### src/rtl/bcd_adder_pkg.sv
// Shared constants and helpers for the single-digit BCD adder.
// Digit width, largest legal BCD digit and the decimal correction offset.
package bcd_adder_pkg;

    localparam int DIGIT_W  = 4;
    localparam int BCD_MAX  = 9;
    localparam int BCD_CORR = 6;

    // Binary sum above 9: either the adder overflowed or the 4-bit pattern is 10..15.
    function automatic logic needs_corr(input logic carry_out, input logic [DIGIT_W-1:0] sum);
        return carry_out | (sum[3] & (sum[2] | sum[1]));
    endfunction

endpackage

### src/rtl/bcd_full_adder.sv
// One-bit full adder; four of these chained form the binary stage of bcd_adder.
module bcd_full_adder (
    input  logic a,
    input  logic b,
    input  logic ci,
    output logic s,
    output logic co
);

    assign s  = a ^ b ^ ci;
    assign co = (a & b) | (ci & (a ^ b));

endmodule

### src/rtl/bcd_adder.sv
// Registered single-digit BCD adder: ripple-carry binary sum followed by +6 correction.
// Define BCD_ADDER_INVALID_FLAG_EN to add the registered 'err' flag for non-BCD inputs.
module bcd_adder
    import bcd_adder_pkg::*;
(
    input  logic               clk,
    input  logic               rst_n,
    input  logic [DIGIT_W-1:0] a,
    input  logic [DIGIT_W-1:0] b,
    input  logic               cin,
    output logic [DIGIT_W-1:0] s,
    output logic [DIGIT_W:1]   c,
    output logic               cout,
    output logic [DIGIT_W-1:0] bcd
`ifdef BCD_ADDER_INVALID_FLAG_EN
    ,
    output logic               err
`endif
);

    logic [DIGIT_W:0]   carry;
    logic [DIGIT_W-1:0] sum;
    logic               k;
    logic [DIGIT_W-1:0] bcd_next;

    assign carry[0] = cin;

    for (genvar i = 0; i < DIGIT_W; i++) begin : g_bit
        bcd_full_adder u_fa (
            .a  (a[i]),
            .b  (b[i]),
            .ci (carry[i]),
            .s  (sum[i]),
            .co (carry[i+1])
        );
    end

    // Inputs 10..15 are not rejected; they go through the same correction path.
    assign k        = needs_corr(carry[DIGIT_W], sum);
    assign bcd_next = k ? sum + DIGIT_W'(BCD_CORR) : sum;

    always_ff @(posedge clk or negedge rst_n) begin
        if (!rst_n) begin
            s    <= '0;
            c    <= '0;
            cout <= 1'b0;
            bcd  <= '0;
        end else begin
            s    <= sum;
            c    <= carry[DIGIT_W:1];
            cout <= k;
            bcd  <= bcd_next;
        end
    end

`ifdef BCD_ADDER_INVALID_FLAG_EN
    always_ff @(posedge clk or negedge rst_n) begin
        if (!rst_n) begin
            err <= 1'b0;
        end else begin
            err <= (a > DIGIT_W'(BCD_MAX)) | (b > DIGIT_W'(BCD_MAX));
        end
    end
`endif

endmodule

### config.mk
export PLATFORM = sky130hd
export DESIGN_NAME = bcd_adder
export DESIGN_NICKNAME = d
export VERILOG_FILES = /design/src/rtl/bcd_adder_pkg.sv /design/src/rtl/bcd_full_adder.sv /design/src/rtl/bcd_adder.sv
export SDC_FILE = /design/constraint.sdc
export NUM_CORES = 1
export LEC_CHECK = 0
export ABC_CLOCK_PERIOD_IN_PS = 1300
export BUFFER_PORTS_ARGS = -buffer_cell sky130_fd_sc_hd__buf_4
export CORE_AREA = 2 2 39 41
export DETAILED_ROUTE_END_ITERATION = 12
export DIE_AREA = 0 0 41 43
export GPL_TIMING_DRIVEN = 0
export PLACE_DENSITY = 0.66
export RECOVER_POWER = 25
export SYNTH_ARGS = -nofsm -noshare
export SYNTH_HDL_FRONTEND = slang
export SYNTH_SLANG_ARGS = --single-unit
export TNS_END_PERCENT = 20
### constraint.sdc
create_clock -name clk -period 1.3 [get_ports clk]
set_clock_uncertainty 0.1 [all_clocks]
set_input_delay 0.13 -clock clk [delete_from_list [all_inputs] [get_ports clk]]
set_output_delay 0.13 -clock clk [all_outputs]
set_load 0.01 [all_outputs]
==> flow_summary.toml <==
[sta]
worst_pin_slew_ns = 0.630
rsz0062_at_grt = "true"
max_freq_ghz = 0.464
maxSlewViolCount = 0
timing.final.ws_setup_ns = -0.857
final-hold-violation-count = 0
finalCritPeriodShare_pct = 166
setup_tns_ns = -4.33
slew_headroom_pct = 58.0
finalSetupViolCount = 7
finalCriticalPeriod_ns = 2.16
finalHoldWorstSlack_ns = 0.157

[floorplanning]
row_count = 14
starting_utilization_of_the_core_area_pct = 37.5
dieHeight_um = 43
design.die.area_mm2 = 0.00176
coreArea_mm2 = 0.00138
floorplan.die.width_um = 41
top_level_ports = 24

[cts]
clk_buf_depth = 2
cts_tree = "yes"
h-tree-depth = 1
clk_root_buffer_cell = "sky130_fd_sc_hd__clkbuf_4"
tritoncts_sinks = 12
clock_pin_slew_on_the_worst_setup_and_hold_paths_ns = 0.07
numCtsBuffers = 3

[global_routing]
overflow = 0
grt_start_max_net_pins = 13
number_of_antenna_violations_at_the_first_check_in_global_routing = 0
grt_usage_pct = 11.8
grt_pass1_wl_um = 1280
grt_pass1_vias = 327

[critical_path]
max_stage_delay_cell_worst_path = "sky130_fd_sc_hd__fa_2"
max_stage_delay_ns = 0.47
worst-endpoint-required_ns = 1.39
critPathCaptureType = "register"
crit_family = "adder cells"
crit_path_max_fanout = 3
data_arrival_at_the_endpoint_of_the_critical_path_ns = 2.24
critical_path.most_common_cell = "sky130_fd_sc_hd__fa_2"
critical_setup_path_kind = "in2reg"
critical_path_buf_inv_count = 3
setup.worst_path.start_class = "primary input"
critical_path.cell_chain = "buf_6 > inv_2 > fa_2 > fa_2 > fa_2 > inv_2 > fa_2 > a21oi_4 > mux2i_1"

[worst_hold_path]
worst_hold_path_type = "in2reg"

[routing]
drt_first_iter_violations = 2
wire_per_inst_um = 9.35
route.detailed.drc = 0
via_per_inst = 4.12
routed_wl_um = 795
drt-pass1-iter-count = 2
vias = 350
postRouteAntennaNets = 0

[yosys]
synth_area_leaders = "sky130_fd_sc_hd__dfrtp_1 58%, sky130_fd_sc_hd__fa_1 15%, sky130_fd_sc_hd__inv_1 11%, sky130_fd_sc_hd__ha_1 4.8%, sky130_fd_sc_hd__mux2i_1 1.9%"
post-synth-top-area-cell = "sky130_fd_sc_hd__dfrtp_1"
synthCells = 41
synth.distinct_cells = 11
syn-cell-area_um2 = 519
yosysWarningCount = 0
yosysSeqAreaShare_pct = 57.8
synth.net_count = 58
synth_top_cell_area_share_pct = 57.8
synthesis.area_per_instance_um2 = 12.7
synth-seq-cells = 12

[placed_design]
place_area_um2 = 719
hpwlAfterDp_um = 620
gp_routability_congestion = 0.668
dpl.cell_count = 80
portBuffers = 23

[finish]
layout.filler_cells = 116
fin_area_um2 = 769
n_antenna_cell = 0
fin_nets = 88
final_common_cell = "sky130_fd_sc_hd__buf_4"
area_growth_pct = 48.2
drive_gt1_share_pct = 50.7
final_cell_mix = "23 x sky130_fd_sc_hd__buf_4, 12 x sky130_fd_sc_hd__inv_1, 12 x sky130_fd_sc_hd__dfrtp_1"
final_cell_count_no_fill = 85

[power]
p_per_area_mw_per_mm2 = 1340
ir_drop_v = 0.000521
p_leak_nw = 0.405

[run_status]
violated_checks = "negative setup slack"
status = "finished with violations"

[flow_run]
maxCapViolations = 0
## layer usage
metal  up-vias  part of all wire (%)  global-route usage (%)
met5         -                     0                       0
met3         2                   8.3                    3.14
met4         0                   1.5                    12.0
met2        14                    54                    16.9
li1        172                     -                       -
met1       162                    36                    12.8
## cells by family (layout without fill, tap and decap cells)
logic type / after synthesis / in the layout / synth area share [%]
buf+inv: 16 / 44 / 12.3
flops: 12 / 12 / 57.8
fa+ha+maj: 6 / 6 / 20.2
compound gates: 3 / 3 / 3.61
simple gates: 2 / 2 / 2.41
xor+xnor: 1 / 1 / 1.69
mux: 1 / 1 / 1.93
## cells in the mapped netlist, drive strengths merged
library cell   n
inv           15
dfrtp         12
fa             4
ha             2
o21ai          2
a21oi          1
buf            1
mux2i          1
nand2b         1
nor2b          1
xnor2          1
## worst paths after layout
| kind | end | cells past startpoint | startpoint |
|---|---|---|---|
| worst max-delay path | bcd[2] | 9 | a[0] |
| worst min-delay path | c[4] | 2 | b[3] |
| max in group asynchronous | c[4] | 2 | rst_n |
| min in group asynchronous | c[2] | 2 | rst_n |
## per-stage QoR
step                util [%]  worst slack, ns  power, mW
floorplan                  -            -1.05      0.635
global placement        52.0            -1.24      0.795
detailed placement      52.0            -1.24      0.802
CTS                     55.3           -0.886       1.04
global route            55.6           -0.917       1.11
finish                  55.6           -0.857       1.03
## sequential cells by signal, summed over array words and instances, names as in the netlist
name,cells
bcd,3
c,4
cout,1
s,4
## layout make-up
class                   count  area [um^2]  share of cell area (%)
multi-input cells          13          173                    22.4
flip-flops and latches     12          300                    39.0
clock buffers               3         22.5                    2.93
well taps                  16         20.0                    2.60
plain buffers               1         7.51                   0.976
inverters                  15         56.3                    7.32
repair buffers             25          190                    24.7
## timing repair
item	4_1_cts	5_1_grt
gates resized for setup	6	1
endpoints found under the hold margin	12	0
setup buffers	1	0
hold buffers	1	0
endpoints found under the setup margin	8	8
pin swaps	2	0
## report_power, final
part,switching (mW),internal (mW),total (mW)
clock,0.110,0.107,0.217
combinational,0.159,0.194,0.352
sequential,0.0191,0.444,0.463
total,0.288,0.745,1.03
No activity file was read; power rests on OpenSTA's default activity.
